$ cat config.mk
export PLATFORM = sky130hd
export DESIGN_NAME = breath_duty_gen
export DESIGN_NICKNAME = d
export VERILOG_FILES = /design/src/rtl/led_pwm_pkg.sv /design/src/rtl/ms_tick_gen.sv /design/src/rtl/breath_duty_gen.sv
export SDC_FILE = /design/constraint.sdc
export NUM_CORES = 1
export LEC_CHECK = 0
export ABC_AREA = 0
export BUFFER_PORTS_ARGS = -buffer_cell sky130_fd_sc_hd__buf_2
export CELL_PAD_IN_SITES_DETAIL_PLACEMENT = 2
export CELL_PAD_IN_SITES_GLOBAL_PLACEMENT = 2
export CORE_MARGIN = 1.5
export CORE_UTILIZATION = 36
export CTS_CLUSTER_SIZE = 12
export DETAILED_ROUTE_END_ITERATION = 7
export PLACE_DENSITY_LB_ADDON = 0.12
export SLEW_MARGIN = 10
export SYNTH_ARGS = -nofsm -noshare
export SYNTH_HDL_FRONTEND = slang
export SYNTH_SLANG_ARGS = --single-unit
$ cat constraint.sdc
create_clock -name clk -period 2.9 [get_ports clk]
set_input_delay 0.58 -clock clk [delete_from_list [all_inputs] [get_ports clk]]
set_output_delay 0.58 -clock clk [all_outputs]
set_load 0.02 [all_outputs]
$ cat src/rtl/led_pwm_pkg.sv
// Shared definitions for the LED PWM design: breath sequencer states,
// the bus widths agreed with the PWM generator, and ms-prescaler sizing.
package led_pwm_pkg;

    localparam int unsigned DUTY_W = 10;
    localparam int unsigned RATE_W = 21;

    typedef enum logic [2:0] {
        IDLE   = 3'd0,
        RISE   = 3'd1,
        TOP    = 3'd2,
        FALL   = 3'd3,
        BOTTOM = 3'd4
    } breath_state_t;

    // Number of system-clock cycles in one millisecond for a clock in MHz.
    function automatic int unsigned cycles_per_ms(input int unsigned clk_fre);
        return clk_fre * 1000;
    endfunction

endpackage

$ cat src/rtl/ms_tick_gen.sv
// Millisecond prescaler.
//   clk, rst_n : system clock, async active-low reset
//   clr        : synchronous clear, holds the prescaler at 0
//   tick       : registered, high for the terminal-count cycle of each ms
module ms_tick_gen #(
    parameter int unsigned CYC_PER_MS = 50000
) (
    input  logic clk,
    input  logic rst_n,
    input  logic clr,
    output logic tick
);

    localparam int unsigned CNT_W = (CYC_PER_MS > 1) ? $clog2(CYC_PER_MS) : 1;
    localparam logic [CNT_W-1:0] TC = CNT_W'(CYC_PER_MS - 1);

    logic [CNT_W-1:0] cnt;
    logic [CNT_W-1:0] cnt_nxt;

    always_comb begin
        cnt_nxt = (cnt == TC) ? '0 : cnt + CNT_W'(1);
    end

    // tick is registered from the next count so it is high exactly while cnt == TC
    always_ff @(posedge clk or negedge rst_n) begin
        if (!rst_n) begin
            cnt  <= '0;
            tick <= 1'b0;
        end else if (clr) begin
            cnt  <= '0;
            tick <= 1'b0;
        end else begin
            cnt  <= cnt_nxt;
            tick <= (cnt_nxt == TC);
        end
    end

endmodule

$ cat src/rtl/breath_duty_gen.sv
// Breathing-LED duty sequencer feeding the PWM generator.
// Ramps duty 0 -> DUTY_MAX -> 0 with step_ms ms per 1% step and HOLD_MS ms
// holds at the top and bottom.
//   clk, rst_n : system clock, async active-low reset
//   en         : level enable, low returns to IDLE
//   step_ms    : ms per duty step (0 treated as 1)
//   pwm_duty   : registered duty 0..DUTY_MAX
//   pwm_rate   : constant PWM_RATE
//   phase      : current state encoding
//   cycle_done : one-cycle pulse when a full breath completes
module breath_duty_gen
    import led_pwm_pkg::*;
#(
    parameter int unsigned CLK_FRE  = 50,
    parameter int unsigned PWM_RATE = 1000,
    parameter int unsigned DUTY_MAX = 100,
    parameter int unsigned HOLD_MS  = 200
) (
    input  logic              clk,
    input  logic              rst_n,
    input  logic              en,
    input  logic [7:0]        step_ms,
    output logic [DUTY_W-1:0] pwm_duty,
    output logic [RATE_W-1:0] pwm_rate,
    output logic [2:0]        phase,
    output logic              cycle_done
);

    localparam int unsigned HOLD_W = (HOLD_MS > 1) ? $clog2(HOLD_MS + 1) : 1;
    localparam logic [HOLD_W-1:0] HOLD_LAST = HOLD_W'(HOLD_MS - 1);
    localparam logic [DUTY_W-1:0] DUTY_TOP  = DUTY_W'(DUTY_MAX);

    breath_state_t     state, state_n;
    logic [DUTY_W-1:0] duty, duty_n;
    logic [7:0]        step_cnt, step_n;
    logic [7:0]        step_lat, lat_n;
    logic [HOLD_W-1:0] hold_cnt, hold_n;
    logic              done, done_n;

    logic              tick;
    logic              presc_clr;
    logic [7:0]        step_ms_eff;
    logic              step_exp;
    logic              hold_exp;
    logic [DUTY_W-1:0] duty_inc;
    logic [DUTY_W-1:0] duty_dec;

    assign presc_clr = !en || (state == IDLE);

    ms_tick_gen #(
        .CYC_PER_MS(cycles_per_ms(CLK_FRE))
    ) u_ms_tick (
        .clk  (clk),
        .rst_n(rst_n),
        .clr  (presc_clr),
        .tick (tick)
    );

    // Step/hold expiry and duty neighbours
    always_comb begin
        step_ms_eff = (step_ms == 8'd0) ? 8'd1 : step_ms;
        step_exp    = tick && (step_cnt == (step_lat - 8'd1));
        hold_exp    = tick && (hold_cnt == HOLD_LAST);
        duty_inc    = duty + DUTY_W'(1);
        duty_dec    = duty - DUTY_W'(1);
    end

    // State and datapath registers
    always_ff @(posedge clk or negedge rst_n) begin
        if (!rst_n) begin
            state    <= IDLE;
            duty     <= '0;
            step_cnt <= '0;
            step_lat <= '0;
            hold_cnt <= '0;
            done     <= 1'b0;
        end else begin
            state    <= state_n;
            duty     <= duty_n;
            step_cnt <= step_n;
            step_lat <= lat_n;
            hold_cnt <= hold_n;
            done     <= done_n;
        end
    end

    // Next state and datapath; bounds are reached on the same edge as the
    // state change so duty can never wrap
    always_comb begin
        state_n = state;
        duty_n  = duty;
        step_n  = step_cnt;
        lat_n   = step_lat;
        hold_n  = hold_cnt;
        done_n  = 1'b0;

        if (!en) begin
            state_n = IDLE;
            duty_n  = '0;
            step_n  = '0;
            lat_n   = '0;
            hold_n  = '0;
        end else begin
            case (state)
                IDLE: begin
                    state_n = RISE;
                    duty_n  = '0;
                    step_n  = '0;
                    hold_n  = '0;
                    lat_n   = step_ms_eff;
                end
                RISE: begin
                    if (step_exp) begin
                        step_n = '0;
                        lat_n  = step_ms_eff;
                        duty_n = duty_inc;
                        if (duty_inc == DUTY_TOP) begin
                            state_n = TOP;
                        end
                    end else if (tick) begin
                        step_n = step_cnt + 8'd1;
                    end
                end
                TOP: begin
                    if (hold_exp) begin
                        hold_n  = '0;
                        state_n = FALL;
                    end else if (tick) begin
                        hold_n = hold_cnt + HOLD_W'(1);
                    end
                end
                FALL: begin
                    if (step_exp) begin
                        step_n = '0;
                        lat_n  = step_ms_eff;
                        duty_n = duty_dec;
                        if (duty_dec == '0) begin
                            state_n = BOTTOM;
                        end
                    end else if (tick) begin
                        step_n = step_cnt + 8'd1;
                    end
                end
                BOTTOM: begin
                    if (hold_exp) begin
                        hold_n  = '0;
                        state_n = RISE;
                        done_n  = 1'b1;
                    end else if (tick) begin
                        hold_n = hold_cnt + HOLD_W'(1);
                    end
                end
                default: begin
                    state_n = IDLE;
                    duty_n  = '0;
                    step_n  = '0;
                    lat_n   = '0;
                    hold_n  = '0;
                end
            endcase
        end
    end

    assign pwm_duty   = duty;
    assign pwm_rate   = RATE_W'(PWM_RATE);
    assign phase      = state;
    assign cycle_done = done;

endmodule

# After elaboration in Yosys (flattened, before gate mapping)
# Cells that the tools add are included.
# classes
add_sub_neg,6
mul,0
div,0
order_cmp,0
n_eq_ne,20
shift,0
mux,30
n_bitwise,0
n_reduce_logical,14
# ops
operator,n
8-bit two-way mux,9
"16-bit == test, second input constant",2
16-bit two-way mux,2
8-bit case mux with 2 select lines,2
10-bit two-way mux,3
10-bit case mux with 3 select lines,1
8-bit case mux with 3 select lines,1
3-bit two-way mux,7
"3-bit inequality test, second input constant",6
"16-bit by 1-bit adder with 16-bit output, second input constant",1
"8-bit by 1-bit adder with 8-bit output, second input constant",2
3-bit case mux with 5 select lines,1
"10-bit by 1-bit adder with 10-bit output, second input constant",1
"10-bit by 7-bit == test with 1-bit output, second input constant",1
10-bit logical NOT,1
"10-bit by 1-bit subtractor with 10-bit output, second input constant",1
8-bit == test,1
"8-bit == test, second input constant",1
8-bit logical NOT,1
"4-bit by 2-bit inequality test with 1-bit output, second input constant",2
"8-bit by 1-bit subtractor with 8-bit output, second input constant",1
"3-bit by 2-bit == test with 1-bit output, second input constant",2
2-bit AND reduction,3
6-bit AND reduction,1
other kinds (11),17
# word_totals
ff_bits,55
latchBits,0
ram_bits,0
romBits,0
inputBits,11
out_inout_bits,35
elab_cells,78
n_memories,0

# Depth between registers and ports, before layout
# logic_depth
depth_word,6
ltp_mapped,10
ltp_nobuf,9

# Cells and area by module
# A second synthesis with hierarchy kept.
# unflattened
cells_unflattened,417
hier_area_um2,3703.6
# modules_own_cells
mod,n_inst,cells_per_inst,area_per_inst_um2,seq_area_each_um2
breath_duty_gen,1,324,2811.4,950.9
ms_tick_gen,1,93,892.1,425.4

# Least setup slack after synthesis
# OpenSTA, ideal clock, no wires.
# synth_path
kind,flip-flop to flip-flop
startpoint,"register duty[0], in the netlist pwm_duty[0]"
endpoint,"register state[1], in the netlist phase[1]"
setup_time_ns,0.134
arrival_ns,2.216
required_time_ns,2.766
path_slack_ns,0.549
path_stages_with_launch,9
path_buffers,0
synth_period_minus_slack_ns,2.351
cell_sequence,dfrtp_1 inv_1 ha_1 nand3b_1 o22ai_1 a22oi_1 or4_1 a2111oi_1 o311ai_1
# synth_between
elab_chain_cells,4
elab_cells_between_ends,7
classes_between,2 x add/sub; 3 x eq/ne; 2 x reduce/logical
# synth_lines
item,line,source
"start, declared",breath_duty_gen.sv:34,"logic [DUTY_W-1:0] duty, duty_n;"
"start signal, assigned",breath_duty_gen.sv:79,duty <= duty_n;
10-bit by 1-bit adder with 10-bit output or 10-bit by 1-bit subtractor with 10-bit output (tied branches),"breath_duty_gen.sv:64, breath_duty_gen.sv:65",
10-bit by 7-bit == test with 1-bit output or 10-bit logical NOT (tied branches),"breath_duty_gen.sv:117, breath_duty_gen.sv:137",
3-bit inequality test (no line),n/a,
6-bit AND reduction (no line) (*),n/a,
"end signal, assigned",breath_duty_gen.sv:78,state <= state_n;
"end, declared",breath_duty_gen.sv:33,"breath_state_t state, state_n;"
# Every way passes the cells marked *; elsewhere a longest branch is shown, timed or not.
# A chain may end at the register's enable or synchronous reset.

# Final worst setup path
# Same ends and word-level chain as after synthesis.

==> results.md <==
Outcome:
- The run finished with clean final reports.

Synthesis:
- Counting flops and latches in the post-synthesis netlist gives 55.
- The share of flip-flops with an asynchronous set or reset after synthesis is between 90% and 100%.
- The number of distinct library cells after synthesis is between 60 and 70.
- The simple-gate share of the synthesized area is between 20% and 30%.
- After technology mapping, the gate count stands at around 430.
- The synthesized netlist devotes around 2.3% of its cell area to adder and majority cells.
- Yosys printed 0 warnings.
- Yosys mapped a number of flops with a built-in enable equal to 0.
- By area, the combinational part of the netlist is dominated by simple AND/OR/NAND/NOR gates.
- The most used flip-flop cell after synthesis is dfrtp_1.
- The post-synthesis share of cell area spent on xor and xnor gates is between 8 and 9%.
- The mapped netlist covers 3730 um^2.
- Each instance of the synthesized netlist takes up on average 8.60 um^2.
- The compound-cell area share of the yosys netlist is between 15 and 20%.
- Multiplexer cells account for less than 1% of the synthesized area.
- The sequential-to-total area share from yosys stat is a little under two fifths.

Die:
- The area enclosed by the die boundary is about 11000 um^2.
- The boundary pin count is 46.
- The initial utilization of the core area, before any placement, comes to between 30% and 40%.
- The horizontal die dimension is 105 um.
- The core footprint is 9910 um^2.
- The y dimension of the die is roughly 100 um.
- The number of rows in the core area is 36.

Global routing:
- Global routing used a little under a fifth of the available tracks.
- The global-route wire length before repair is 16900 um.
- The pin count of the biggest net entering global routing is 56.
- The number of antenna violations at the first check in global routing is 0.
- After global routing the overflow that remains totals 0.
- The number of global-route vias before repair was 3294.

Layout:
- The share of layout cells above drive strength 1 is between 10% and 20%.
- The total area of multi-input combinational cells is 2090 um^2.
- In the layout the commonest cells are 55 x dfrtp_1, 47 x nand2_1, 41 x nor2_1.
- The area growth from synthesis to layout is 6.10%.
- In the final design database the tool counted ~470 nets.
- The most common cell after layout, fill and taps aside is dfrtp_1.
- The number of filler instances in the final layout is around 1100.
- Across the whole layout, storage elements account for between 1000 and 1500 um^2.
- The diode insertion count for antenna repair is 0.
- The count of cells in the finished layout, fillers not included, comes to slightly below 600.

STA:
- Of the available clock period, the critical path in the final layout requires approximately nine tenths.
- Setup violations remaining at the end of the flow were counted as 0.
- The slew at the pin closest to its max-slew limit is around 0.85 ns.
- The count of final max-slew check failures is 0.
- Derived from the worst setup path, the maximum achievable clock frequency is roughly 0.38 GHz.
- The final period demand of the worst path is 2.65 ns.
- The number of endpoints with negative hold slack in the final report came to 0.
- The setup skew after layout is 0.00973 ns.
- Setup repair after global routing left no endpoint under its margin.
- The sum of negative setup slack is 0 ns.
- The relative slew slack is between 40% and 50%.
- The tightest hold path in the finished design has a slack of 0.251 ns.

Setup path:
- STA classifies the critical path endpoint as a register.
- Data on the critical path is required at its endpoint by between 3 and 4 ns.
- At the worst endpoint, the arrival time is around 2.8 ns.
- The critical setup path kind is register to register.
- STA classifies the critical path startpoint as a register.
- In this run the worst path has a maximum fanout of 9.

Pwr:
- The analysis attributes to cell leakage a power of roughly 0.0016 uW.
- Dividing total power by cell area gives a power density of between 400 and 500 nW/um^2.
- IR analysis of the VDD net gives a maximum drop of 0.000200 V.

Clock tree:
- In this run the clock root is driven by a clkbuf_8.
- TritonCTS built the clock tree.
- The clock tree synthesis step divided the H-tree into 2 levels.
- Hold repair after CTS inserted 0 buffers.
- The clock latency at the later pin of the worst-skew pair is between 0.3 and 0.4 ns.
- Once the clock tree was built, the setup fixing pass inserted 0 buffers.
- The number of sinks handled by clock tree synthesis is 55.
- In this run, CTS created clock tree buffers numbering 5.
- Counting along the longest clock path gives a buffer depth of 2.
- The total of cells resized after clock tree synthesis is 0.
- The register clock-pin slew on the reported worst setup and hold paths is roughly 0.10 ns.

Routing:
- The number of search-and-repair iterations in the first detailed-routing pass is 4.
- The total length of routed wires is ~9900 um.
- After detailed routing, the average wire length per cell comes to around 17 um.
- Detailed routing inserted a total of 3124 vias.
- In the routed design, unresolved DRC markers number 0.
- The iteration-0 DRC count of the detailed router is 49.
- The number of nets still failing antenna checks after routing is 0.
- Using the TritonRoute via totals, the vias-per-cell ratio works out to 5.37.

Job:
- The number of maximum-capacitance violations is 0.

Placed design:
- The last weighted congestion value of the routability-driven placer is between 0.7 and 0.8.
- The number of placed instances, taps included, is approximately 570.
- The detailed placer's ending HPWL is approximately 7300 um.
- The number of buffers added on ports is 24.

Hold path:
- The classification of the worst-slack hold path is input port to async pin.
worst max-delay path: stages, from the launching register on:
cell	delay, ns
dfrtp_1	0.52
inv_1	0.13
ha_1	0.29
nand3b_1	0.20
o22ai_1	0.15
a22oi_1	0.09
or4_1	0.62
a2111oi_1	0.40
o311ai_1	0.13
cell type report:
| cell class | instances | share of cell area, % |
|---|---|---|
| Timing Repair Buffer | 29 | 4.30 |
| Multi-Input combinational cell | 343 | 52.9 |
| Sequential cell | 55 | 34.8 |
| Tap cell | 133 | 4.20 |
| Inverter | 14 | 1.33 |
| Clock buffer | 8 | 2.53 |
path summary, 6_finish.rpt:
path	from	depth (start not counted)	end	slack [ns]
setup / recovery	pwm_duty[0]	8	phase[1]	0.25
hold / removal	rst_n	2	hold_cnt[4]	0.25
setup reg to reg	pwm_duty[0]	8	phase[1]	0.25
min in group clk	step_ms[4]	3	step_lat[4]	0.49
max in group asynchronous	rst_n	2	pwm_duty[3]	2.39
hold reg to reg	hold_cnt[6]	1	hold_cnt[6]	0.53
through the flow:
step | total power, uW | area, um^2 | utilization (%) | worst slack, ns
6_report | 1910 | 3960 | 39.9 | 0.255
5_1_grt | 2030 | 3960 | 39.9 | 0.0665
4_1_cts | 1940 | 3960 | 39.9 | 0.259
3_5_place_dp | 1440 | 3860 | 38.9 | 0.311
3_3_place_gp | 1420 | 3860 | 38.9 | 0.398
2_1_floorplan | 1310 | 3800 | - | 0.549
routing by layer:
metal  up-vias  routed length (um)  part of all wire, %  track usage, %
li1       1506                   -                    -               -
met1      1581                4790                   48            25.9
met2        30                4870                   49            32.3
met3         7                 184                  1.9            2.62
met4         0                  86                 0.87            4.11
met5         -                   0                    0               0
power by group:
part           total, uW  internal (uW)  switching (uW)
combinational        539            195             344
sequential           875            810            64.7
clock                493            219             274
Yosys cell counts (all sizes together) (3+ instances only):
master   n  share of area [%]
nand4    8                1.3
clkbuf  13                2.1
o311ai   3                1.2
and3     8                1.4
nand2b   3               0.50
nand3   17                2.4
and2     8                1.4
o211ai   4                1.4
o31ai   12                2.4
a22o     4               0.94
xor2    13                3.1
or2      3               0.50
inv     14                1.4
dfrtp   55                 37
xnor2   23                5.4
a21oi   12                1.7
nor3    13                1.7
buf     28                5.4
nor2b    6                1.0
or4      4               0.80
nand2   47                4.7
nor2    42                4.3
nor4     8                1.5
nand3b   4               0.91
o21ai   40                5.4
a31oi    3               0.50
ha       7                2.3
state kept, by name (all words and copies together), names as in the netlist:
| signal | flops |
|---|---|
| u_ms_tick.cnt | 16 |
| cycle_done | 1 |
| pwm_duty | 10 |
| step_cnt | 8 |
| u_ms_tick.tick | 1 |
| phase | 3 |
| hold_cnt | 8 |
| step_lat | 8 |
logic make-up (layout without fill, tap and decap cells):
family                   Yosys count  in the layout
other                              2             21
multiplexers                       3              3
AND/OR/NAND/NOR                  180            180
XOR/XNOR                          36             36
flip-flops                        55             55
adder cells (fa/ha/maj)            7              7
buffers and inverters             55             51
AO/OA/AOI/OAI                     96             96
(Power assumes the default switching activity.)
